## src/rtl/count_scheduler_pkg.sv

```systemverilog
// Shared types and default widths for the count scheduler.
package count_sched_pkg;
  localparam int LEN_W_DEF = 4;
  localparam int CNT_W_DEF = 4;

  typedef enum logic [1:0] {
    IDLE  = 2'd0,
    RUN   = 2'd1,
    CHECK = 2'd2
  } state_e;
endpackage

```

## src/rtl/rr_arb2.sv

```systemverilog
// Two-requester round-robin arbiter: on a tie, the requester not granted last time wins.
module rr_arb2 (
  input  logic [1:0] req,
  input  logic       last_gnt,
  output logic [1:0] pick
);
  always_comb begin
    pick = 2'b00;
    case (req)
      2'b01:   pick = 2'b01;
      2'b10:   pick = 2'b10;
      2'b11:   pick = last_gnt ? 2'b01 : 2'b10;
      default: pick = 2'b00;
    endcase
  end
endmodule

```

## src/rtl/count_scheduler.sv

```systemverilog
// Shares an enable counter between two requesters: grants a burst of N enables,
// then confirms the counter advanced by N (mod 2^CNT_W) and pulses done.
module count_scheduler
  import count_sched_pkg::*;
#(
  parameter int LEN_W = LEN_W_DEF,
  parameter int CNT_W = CNT_W_DEF
) (
  input  logic             clk,
  input  logic             r,
  input  logic [1:0]       req,
  input  logic [LEN_W-1:0] len0,
  input  logic [LEN_W-1:0] len1,
  input  logic [CNT_W-1:0] Q,
  output logic             EC,
  output logic [1:0]       gnt,
  output logic             busy,
  output logic [1:0]       done,
  output logic             err
);
  state_e           r_state;
  logic [LEN_W-1:0] r_rem;
  logic [LEN_W-1:0] r_len;
  logic [CNT_W-1:0] r_qstart;
  logic             r_last;
  logic             r_ec;
  logic             r_err;
  logic [1:0]       r_gnt;

  logic [1:0]       w_pick;
  logic             w_sel;
  logic [LEN_W-1:0] w_len_sel;
  logic [CNT_W-1:0] w_len_c;
  logic [CNT_W-1:0] w_qexp;

  rr_arb2 u_arb (
    .req      (req),
    .last_gnt (r_last),
    .pick     (w_pick)
  );

  assign w_sel     = w_pick[1];
  assign w_len_sel = w_sel ? len1 : len0;

  // Fit the latched length to the counter width before the modular add.
  generate
    if (LEN_W >= CNT_W) begin : g_trunc
      assign w_len_c = r_len[CNT_W-1:0];
    end else begin : g_zext
      assign w_len_c = {{(CNT_W-LEN_W){1'b0}}, r_len};
    end
  endgenerate

  assign w_qexp = r_qstart + w_len_c;

  always_ff @(posedge clk or negedge r) begin
    if (!r) begin
      r_state  <= IDLE;
      r_rem    <= '0;
      r_len    <= '0;
      r_qstart <= '0;
      r_last   <= 1'b1;
      r_ec     <= 1'b0;
      r_err    <= 1'b0;
      r_gnt    <= 2'b00;
    end else begin
      case (r_state)
        IDLE: begin
          if (|w_pick) begin
            r_len    <= w_len_sel;
            r_rem    <= w_len_sel;
            r_qstart <= Q;
            r_gnt    <= w_pick;
            r_last   <= w_sel;
            // A zero-length burst goes straight to the check with no enables.
            if (w_len_sel != '0) begin
              r_state <= RUN;
              r_ec    <= 1'b1;
            end else begin
              r_state <= CHECK;
            end
          end
        end
        RUN: begin
          r_rem <= r_rem - LEN_W'(1);
          if (r_rem == LEN_W'(1)) begin
            r_ec    <= 1'b0;
            r_state <= CHECK;
          end
        end
        CHECK: begin
          if (Q != w_qexp) r_err <= 1'b1;
          r_gnt   <= 2'b00;
          r_state <= IDLE;
        end
        default: r_state <= IDLE;
      endcase
    end
  end

  assign EC   = r_ec;
  assign gnt  = r_gnt;
  assign err  = r_err;
  assign busy = (r_state != IDLE);
  assign done = (r_state == CHECK) ? r_gnt : 2'b00;
endmodule
```

## config.mk

```make
export PLATFORM = sky130hd
export DESIGN_NAME = count_scheduler
export DESIGN_NICKNAME = d
export VERILOG_FILES = /design/src/rtl/count_scheduler_pkg.sv /design/src/rtl/rr_arb2.sv /design/src/rtl/count_scheduler.sv
export SDC_FILE = /design/constraint.sdc
export NUM_CORES = 1
export LEC_CHECK = 0
export ABC_AREA = 1
export BUFFER_PORTS_ARGS = -buffer_cell sky130_fd_sc_hd__buf_4
export CAP_MARGIN = 10
export CORE_UTILIZATION = 45
export CTS_BUF_LIST = sky130_fd_sc_hd__clkbuf_16
export CTS_CLUSTER_DIAMETER = 80
export DETAILED_ROUTE_END_ITERATION = 8
export GPL_ROUTABILITY_DRIVEN = 0
export GPL_TIMING_DRIVEN = 0
export HOLD_SLACK_MARGIN = 0.12
export PLACE_DENSITY = 0.76
export SYNTH_ARGS = -nofsm -noshare
export SYNTH_HDL_FRONTEND = slang
export SYNTH_HIERARCHICAL = 1
export SYNTH_SLANG_ARGS = --single-unit
```

## constraint.sdc

```tcl
create_clock -name clk -period 2.2 [get_ports clk]
set_clock_uncertainty 0.2 [all_clocks]
set_input_delay 0.44 -clock clk [delete_from_list [all_inputs] [get_ports clk]]
set_output_delay 0.44 -clock clk [all_outputs]
set_load 0.01 [all_outputs]
```

==> impl_metrics.py, run 1 <==
metrics = {
    "sta": {
        "period_minus_slack_ps": 1940,
        "tightestPinTransition_ps": 549,
        "fin_tns_setup_ps": 0,
        "final_max_slew_viol_count": 0,
        "achievable-frequency_mhz": 515,
        "setup_viol": 0,
        "finalHoldViolations": 0,
        "layout_worst_path_cycle_share": 0.882,
        "timing.slew.headroom": 0.634,
        "unrepaired_setup_endpoints_after_global_routing": "no",
    },
    "grt": {
        "grt_remaining_overflow": 0,
        "vias_in_the_first_global_route": 981,
        "grt_first_pass_wirelength_mm": 3.88,
        "grtUsageTotal": 0.200,
        "maximum_number_of_pins_on_one_net_before_global_route_repair": 20,
        "grt_antenna_before_repair": 0,
    },
    "clock_network": {
        "cts_htree_levels": 1,
        "clock_sinks": 19,
        "root_buffer": "clkbuf_16",
        "cts.path.max_buffers": 2,
        "clk-insertion-delay-late_ps": 250,
        "clk_transition_reported_paths_ps": 50,
        "clock_buffers_created_by_tritoncts": 3,
        "tritoncts": "built",
    },
    "synth": {
        "synthAdderAreaFrac": 0.0744,
        "synth_area_per_cell_um2": 7.40,
        "part_of_the_yosys_area_used_for_sequential_elements": 0.430,
        "synthXorXnorAreaFrac": 0.0316,
        "synth_compound_gate_area_share": 0.0891,
        "muxShareOfSynthArea": 0,
        "synth_edf_count": 0,
        "synth_top_flop_cell": "dfrtp_1",
        "synthesis.area_um2": 1110,
        "yosysWarningCount": 6,
        "ys_async_sr_fraction": 1.00,
        "ys_top_cells_by_area": "dfrtp_1, nand2_1, inv_1",
        "portion_of_synthesized_cell_area_occupied_by_the_leading_cell_type": 0.406,
        "synth.largest_area_cell": "dfrtp_1",
        "main_combinational_cell_family_by_area_after_synthesis": "simple AND/OR/NAND/NOR gates",
        "synth_nets": 172,
        "synth_most_common_cell": "nand2_1",
        "fraction_of_the_mapped_netlist_area_in_simple_logic_gates": 0.284,
        "netlist-cell-type-count": 20,
        "number_of_instances_in_the_synthesized_netlist": 150,
        "synth_top_cells_by_count": "nand2_1, inv_1, dfrtp_1",
        "synth-seq-cells": 19,
    },
    "power": {
        "p_switching_mw": 0.860,
        "fin_total_pwr_mw": 2.05,
        "combinational_group_share_of_total_power": 0.510,
        "swShare": 0.419,
        "power_dens_cells_nw_per_um2": 1470,
        "internal_power_consumption_mw": 1.19,
        "max-vdd-ir-drop_mv": 0.965,
        "sequentialPowerShare": 0.311,
        "power_leakage_nw": 0.783,
        "clkPwrFrac": 0.179,
    },
    "routing": {
        "drt.antenna.violating_nets": 0,
        "wl_met3_um": 107,
        "highest_layer": "met4",
        "initial_detailed_routing_violation_count": 19,
        "route.layer.met1.wl_mm": 1.03,
        "detail_route.first_pass.iterations": 4,
        "post_drt_wl_per_cell_um": 11.1,
        "met2_wirelength_mm": 1.09,
        "post_drt_via_cell_ratio": 4.97,
        "totalWireLength_mm": 2.28,
        "count_of_vias_placed_by_the_detailed_router": 1018,
        "drcViolationCount": 0,
    },
    "finish": {
        "drive_gt1_frac": 0.181,
        "layout.nets": 200,
        "areaGrowthSynthToFinish_pct": 26.0,
        "fin_util": 0.615,
        "postLayoutCellArea_um2": 1400,
        "antenna-diode-count": 0,
    },
    "setup_path": {
        "rrSetupSlack_ps": 260,
        "cp_data_required_time_ps": 2140,
        "startpoint_type": "flop",
        "cpMostUsedCell": "nand2_1",
        "cp-end-kind": "flop",
        "crit_chain": "ha_1 > inv_1 > fa_1 > xor2_1 > nand2_1 > nor2_1 > nand3_1 > nand2_1 > nand2_1",
        "cpPeakStageDelay_ps": 430,
        "crit_path_max_fanout": 2,
        "timing_worst_setup_path_type": "reg2reg",
        "arrival_ps": 1880,
        "cp_slowest_cell": "fa_1",
    },
    "die": {
        "placeableCoreArea_um2": 2280,
        "die_outline_area_um2": 2670,
        "die_width_um": 51.7,
        "starting_density_of_the_core": 0.488,
        "io-pin-count": 23,
        "std_cell_rows": 17,
        "chip_height_um": 51.7,
    },
    "worst_hold_path": {
        "hold_path.class": "in2reg",
    },
    "placement": {
        "placed_cell_area_um2": 1310,
        "detailedPlacementHpwl_mm": 1.81,
        "io_buf_count": 22,
    },
    "job": {
        "drv_cap": 0,
    },
    "run_status": {
        "outcome": "finished clean",
    },
}
-- flip-flops by register name (all words and copies together), names as in the netlist --
| name | count |
|---|---|
| r_qstart | 4 |
| err | 1 |
| r_len | 4 |
| EC | 1 |
| r_state | 2 |
| r_rem | 4 |
| r_last | 1 |
| gnt | 2 |
-- stage by stage --
step           hold WS [ps]  cells  setup WS [ps]
4_1_cts                 202    205            244
3_5_place_dp            129    200            204
2_1_floorplan         -55.6    150            411
5_1_grt                 225    205            158
3_3_place_gp            128    200            281
6_report                200    205            259
-- final timing paths --
path | start | to | cells past startpoint
setup reg to reg | r_len[0] | err | 9
setup / recovery | r_len[0] | err | 9
hold reg to reg | err | err | 2
hold / removal | Q[0] | r_qstart[0] | 3
min in group asynchronous | r | r_qstart[2] | 2
max in group asynchronous | r | r_last | 2
-- power groups by stage --
| stage | registers, mW | clock network (mW) | logic (mW) |
|---|---|---|---|
| after floorplan | 0.630 | 0 | 0.760 |
| after global placement | 0.635 | 0 | 0.986 |
| after detailed placement | 0.641 | 0 | 1.04 |
| after CTS | 0.639 | 0.373 | 1.06 |
| after global routing | 0.657 | 0.388 | 1.20 |
| final | 0.639 | 0.368 | 1.05 |
-- worst max-delay path, delay by kind of cell (launching register included) --
| kind | cells | cell delay (ps) |
|---|---|---|
| AND/OR/NAND/NOR | 5 | 360 |
| flip-flops | 1 | 390 |
| buffers and inverters | 1 | 90 |
| XOR/XNOR | 1 | 160 |
| adder cells (fa/ha/maj) | 2 | 620 |
-- repair_timing --
| item | in CTS | in global routing |
|---|---|---|
| hold buffers | 1 | 0 |
| gates resized for setup | 0 | 0 |
| hold endpoints to repair | 19 | 0 |
| setup buffers | 0 | 0 |
-- logic make-up after synthesis --
kind of cell | after synthesis
flops | 19
simple gates | 78
buf+inv | 26
xor+xnor | 4
compound gates | 17
fa+ha+maj | 6
-- layout by cell type (no fill, tap or decap), types with 2 or more instances in the layout --
master / instances
a21oi_1: 2
ha_1: 5
xor2_1: 2
inv_2: 2
inv_1: 24
o221ai_1: 2
o21ai_0: 10
dfrtp_1: 18
nand3_1: 10
clkbuf_16: 3
xnor2_1: 2
nand2_1: 57
buf_4: 23
nor2_1: 9
-- final cells by class --
class / count / area, um^2
fillers: 204 / 877
multi-input cells: 105 / 532
flip-flops and latches: 19 / 477
repair buffers: 23 / 175
inverters: 25 / 93.8
clock buffers: 3 / 75.1
well taps: 28 / 35.0
plain buffers: 1 / 7.51
clock inverters: 1 / 3.75
-- per-layer routing --
layer  GRT usage  vias up
met5           0        -
met4       0.104        0
met3      0.0468        5
met2       0.333       31
met1       0.239      464
li1            -      518
(Power assumes the default switching activity.)
==> run 2, diff against run 1 <==
--- a/config.mk
+++ b/config.mk
@@ -8,14 +8,14 @@
 export ABC_AREA = 1
 export BUFFER_PORTS_ARGS = -buffer_cell sky130_fd_sc_hd__buf_4
 export CAP_MARGIN = 10
-export CORE_UTILIZATION = 45
+export CORE_UTILIZATION = 53
 export CTS_BUF_LIST = sky130_fd_sc_hd__clkbuf_16
 export CTS_CLUSTER_DIAMETER = 80
 export DETAILED_ROUTE_END_ITERATION = 8
 export GPL_ROUTABILITY_DRIVEN = 0
 export GPL_TIMING_DRIVEN = 0
 export HOLD_SLACK_MARGIN = 0.12
-export PLACE_DENSITY = 0.76
+export PLACE_DENSITY = 0.86
 export SYNTH_ARGS = -nofsm -noshare
 export SYNTH_HDL_FRONTEND = slang
 export SYNTH_HIERARCHICAL = 1
==> impl_metrics.py, run 2 (synthesized netlist as in run 1, its figures left out) <==
metrics = {
    "setup_path": {
        "timing_worst_setup_path_type": "reg2reg",
        "startpoint_type": "flop",
        "worstRegToRegCells": 9,
        "cp-end-kind": "flop",
        "arrival_ps": 1870,
        "crit_path_max_fanout": 2,
        "crit_start": "r_len[0]",
        "regToRegEndpoint": "err",
        "cp_data_required_time_ps": 2150,
        "r2r-start": "r_len[0]",
        "critPathCapture": "err",
        "rrSetupSlack_ps": 280,
    },
    "routing": {
        "totalWireLength_mm": 2.31,
        "post_drt_wl_per_cell_um": 11.3,
        "detail_route.first_pass.iterations": 4,
        "post_drt_via_cell_ratio": 4.89,
        "count_of_vias_placed_by_the_detailed_router": 998,
        "drt.antenna.violating_nets": 0,
        "initial_detailed_routing_violation_count": 20,
        "drcViolationCount": 0,
    },
    "finish": {
        "drive_gt1_frac": 0.186,
        "regArea_um2": 477,
        "postLayoutCellArea_um2": 1400,
        "layout.cells.most_common_list": "nand2_1, inv_1, buf_4, dfrtp_1",
        "num-fill-cells": 172,
        "layout.nets": 200,
        "finish.cell_count_without_fillers": 204,
        "multi_input_area_um2": 532,
        "areaGrowthSynthToFinish_pct": 26.0,
        "antenna-diode-count": 0,
        "layout_top_registers": "r_len (4), r_qstart (4), r_rem (4)",
        "layout.cells.most_common": "nand2_1",
    },
    "clock_network": {
        "clk-insertion-delay-late_ps": 250,
        "cts.path.max_buffers": 2,
        "root_buffer": "clkbuf_16",
        "tritoncts": "built",
        "ctsResizeCount": 0,
        "clk_transition_reported_paths_ps": 50,
        "post-cts-setup-buffer-count": 0,
        "cts_htree_levels": 1,
        "clock_buffers_created_by_tritoncts": 3,
        "clock_sinks": 19,
    },
    "power": {
        "power_dens_cells_nw_per_um2": 1480,
        "power_leakage_nw": 0.781,
        "max-vdd-ir-drop_mv": 0.913,
    },
    "die": {
        "starting_density_of_the_core": 0.566,
        "io-pin-count": 23,
        "placeableCoreArea_um2": 1960,
        "die_outline_area_um2": 2280,
        "chip_height_um": 47.8,
        "die_width_um": 47.8,
        "std_cell_rows": 16,
    },
    "sta": {
        "tightestPinTransition_ps": 545,
        "unrepaired_setup_endpoints_after_global_routing": "no",
        "timing.slew.headroom": 0.637,
        "fin_hold_ws_ps": 199,
        "final_max_slew_viol_count": 0,
        "achievable-frequency_mhz": 521,
        "layout_worst_path_cycle_share": 0.873,
        "fin_tns_setup_ps": 0,
        "finalHoldViolations": 0,
        "setup_viol": 0,
        "period_minus_slack_ps": 1920,
    },
    "worst_hold_path": {
        "hold_path.class": "in2reg",
    },
    "job": {
        "drv_cap": 0,
    },
    "grt": {
        "grt_first_pass_wirelength_mm": 3.65,
        "maximum_number_of_pins_on_one_net_before_global_route_repair": 20,
        "vias_in_the_first_global_route": 908,
        "grt_antenna_before_repair": 0,
        "grtUsageTotal": 0.235,
        "grt_remaining_overflow": 0,
    },
    "run_status": {
        "outcome": "finished clean",
    },
    "placement": {
        "io_buf_count": 22,
        "dp_cells": 199,
        "placed_cell_area_um2": 1310,
        "detailedPlacementHpwl_mm": 1.77,
    },
}
-- run 2: what timing repair did --
item | CTS | global route
endpoints found under the hold margin | 19 | 0
hold buffers | 1 | 0
endpoints found under the setup margin | 0 | 0
-- run 2: final cells by class --
cell class	count	share of cell area
Clock inverter	1	0.00358
Sequential cell	19	0.341
Timing Repair Buffer	23	0.125
Buffer	1	0.00537
Inverter	25	0.0671
Tap cell	27	0.0242
Clock buffer	3	0.0537
Multi-Input combinational cell	105	0.380
-- run 2: report_power, final --
part	leakage, nW	internal, mW	switching [mW]
Combinational	0.513	0.426	0.618
Sequential	0.227	0.529	0.115
Clock	0.0409	0.244	0.137
-- run 2: critical path, cell delays in order (launching register included) --
cell and delay (ps):
dfrtp_1 380, ha_1 210, inv_1 80, fa_1 430
xor2_1 160, nand2_1 60, nor2_1 110, nand3_1 70
nand2_1 60, nand2_1 40
-- run 2: worst min-delay path by stage --
| stage | start | cells past startpoint | to |
|---|---|---|---|
| 4_1_cts | Q[0] | 3 | r_qstart[0] |
| 3_5_place_dp | r | 1 | r_qstart[2] |
| 6_report | Q[0] | 3 | r_qstart[0] |
| 5_1_grt | Q[0] | 3 | r_qstart[0] |
| 2_1_floorplan | r | 0 | EC |
| 3_3_place_gp | r | 1 | r_qstart[2] |
-- run 2: per-layer routing --
metal  share of wire  wire (um)  GRT usage
met5               0          0          0
met4           0.012         27     0.0722
met3           0.049        113     0.0792
met2            0.49       1130      0.378
met1            0.45       1040      0.300
-- run 2: metrics by stage --
stage | setup WS, ps | utilization | power (mW)
floorplan | 411 | - | 1.39
global placement | 288 | 0.667 | 1.61
detailed placement | 235 | 0.667 | 1.68
CTS | 274 | 0.713 | 2.07
global route | 164 | 0.713 | 2.25
finish | 280 | 0.713 | 2.07
==> run 3, diff against run 2 <==
--- a/config.mk
+++ b/config.mk
@@ -6,16 +6,17 @@
 export NUM_CORES = 1
 export LEC_CHECK = 0
 export ABC_AREA = 1
+export ABC_CLOCK_PERIOD_IN_PS = 2200
 export BUFFER_PORTS_ARGS = -buffer_cell sky130_fd_sc_hd__buf_4
 export CAP_MARGIN = 10
-export CORE_UTILIZATION = 53
+export CORE_UTILIZATION = 38
 export CTS_BUF_LIST = sky130_fd_sc_hd__clkbuf_16
 export CTS_CLUSTER_DIAMETER = 80
 export DETAILED_ROUTE_END_ITERATION = 8
 export GPL_ROUTABILITY_DRIVEN = 0
 export GPL_TIMING_DRIVEN = 0
 export HOLD_SLACK_MARGIN = 0.12
-export PLACE_DENSITY = 0.86
+export PLACE_DENSITY = 0.67
 export SYNTH_ARGS = -nofsm -noshare
 export SYNTH_HDL_FRONTEND = slang
 export SYNTH_HIERARCHICAL = 1
==> impl_metrics.py, run 3 (synthesized netlist as in run 1, its figures left out) <==
metrics = {
    "sta": {
        "layout_worst_path_cycle_share": 0.862,
        "unrepaired_setup_endpoints_after_global_routing": "no",
        "finalHoldViolations": 0,
        "tightestPinTransition_ps": 583,
        "fin_hold_ws_ps": 196,
        "period_minus_slack_ps": 1900,
        "setup_viol": 0,
        "achievable-frequency_mhz": 527,
        "timing.slew.headroom": 0.611,
        "fin_tns_setup_ps": 0,
        "final_max_slew_viol_count": 0,
    },
    "worst_hold_path": {
        "hold_path.class": "in2reg",
        "worstHoldStart": "Q[0]",
    },
    "finish": {
        "postLayoutCellArea_um2": 1400,
        "layout.cells.most_common_list": "nand2_1, inv_1, buf_4, dfrtp_1",
        "layout_top_registers": "r_len (4), r_qstart (4), r_rem (4)",
        "layout.nets": 200,
        "drive_gt1_frac": 0.181,
        "antenna-diode-count": 0,
        "areaGrowthSynthToFinish_pct": 26.4,
        "layout.cells.most_common": "nand2_1",
    },
    "placement": {
        "io_buf_count": 22,
        "placed_cell_area_um2": 1310,
        "detailedPlacementHpwl_mm": 1.78,
    },
    "die": {
        "io-pin-count": 23,
        "chip_height_um": 56.0,
        "die_width_um": 56.0,
        "die_outline_area_um2": 3140,
        "std_cell_rows": 19,
        "placeableCoreArea_um2": 2760,
        "starting_density_of_the_core": 0.402,
    },
    "grt": {
        "grtUsageTotal": 0.169,
        "maximum_number_of_pins_on_one_net_before_global_route_repair": 20,
        "groute.layer.met3.usage": 0.0395,
        "grt_first_pass_wirelength_mm": 4.04,
        "groute.layer.met2.usage": 0.284,
        "grt-busiest-layer": "met2",
        "grt_remaining_overflow": 0,
        "grt_antenna_before_repair": 0,
        "vias_in_the_first_global_route": 1004,
        "grtUsageMet1": 0.193,
    },
    "routing": {
        "drt.antenna.violating_nets": 0,
        "post_drt_via_cell_ratio": 4.93,
        "count_of_vias_placed_by_the_detailed_router": 1025,
        "initial_detailed_routing_violation_count": 18,
        "detail_route.first_pass.iterations": 4,
        "post_drt_wl_per_cell_um": 11.2,
        "drcViolationCount": 0,
        "totalWireLength_mm": 2.32,
    },
    "power": {
        "power_dens_cells_nw_per_um2": 1460,
        "max-vdd-ir-drop_mv": 0.810,
        "power_leakage_nw": 0.783,
    },
    "clock_network": {
        "post-cts-setup-buffer-count": 0,
        "cts_hold_buf": 1,
        "tritoncts": "built",
        "clock_sinks": 19,
        "ctsResizeCount": 0,
        "clk_transition_reported_paths_ps": 60,
        "cts.path.max_buffers": 2,
        "root_buffer": "clkbuf_16",
        "clock_buffers_created_by_tritoncts": 3,
        "clk-insertion-delay-late_ps": 250,
        "cts_htree_levels": 1,
    },
    "setup_path": {
        "cpMostUsedCell": "nand2_1",
        "r2r-start": "r_len[0]",
        "cp_slowest_cell": "fa_1",
        "crit_path_max_fanout": 2,
        "crit_chain": "ha_1 > inv_1 > fa_1 > xor2_1 > nand2_1 > nor2_1 > nand3_1 > nand2_1 > nand2_1",
        "cp_data_required_time_ps": 2150,
        "arrival_ps": 1840,
        "timing.critical_path.buf_inv": 1,
        "crit_start": "r_len[0]",
        "cpPeakStageDelay_ps": 420,
        "startpoint_type": "flop",
        "cp-end-kind": "flop",
        "timing_worst_setup_path_type": "reg2reg",
        "worst_path_dominant_cell_family": "adder cells",
    },
    "run_status": {
        "outcome": "finished clean",
    },
    "job": {
        "drv_cap": 0,
    },
}
## run 3: tightest hold or removal path, cell delays in order
cell and delay, ps:
buf_4 90, nand2_1 40, nand2_1 40
## run 3: worst paths after layout
check                         endpoint  slack, ps  cells past startpoint
hold / removal             r_qstart[0]        200                      3
hold reg to reg                    err        270                      2
min in group asynchronous  r_qstart[2]        390                      2
setup reg to reg                   err        300                      9
max in group asynchronous       r_last       1140                      2
setup / recovery                   err        300                      9
## run 3: stage by stage
step	utilization	std cells	setup slack, ps	total power, mW
finish	0.509	208	304	2.04
global route	0.509	208	189	2.25
CTS	0.509	208	285	2.07
detailed placement	0.476	203	217	1.68
global placement	0.476	203	262	1.63
floorplan	-	150	411	1.39
## run 3: final cells by class
type	instances	area, um^2
clock inverter	1	3.75
inverter	25	93.8
tap	31	38.8
fill	263	1360
buffer	1	7.51
sequential	19	477
multi-input combinational	105	532
timing repair buffer	23	175
clock buffer	3	75.1
## run 3: where the power goes
group	total (mW)	leakage [nW]	internal, mW	switching (mW)
clock	0.377	0.0423	0.242	0.135
combinational	1.03	0.513	0.419	0.607
sequential	0.640	0.227	0.529	0.111
total	2.04	0.783	1.19	0.853
## run 3: metal layers
metal  wire length, um  vias up
met1              1030      478
met4                57        0
met2              1110       30
met3               121        5
met5                 0        -
li1                  -      512
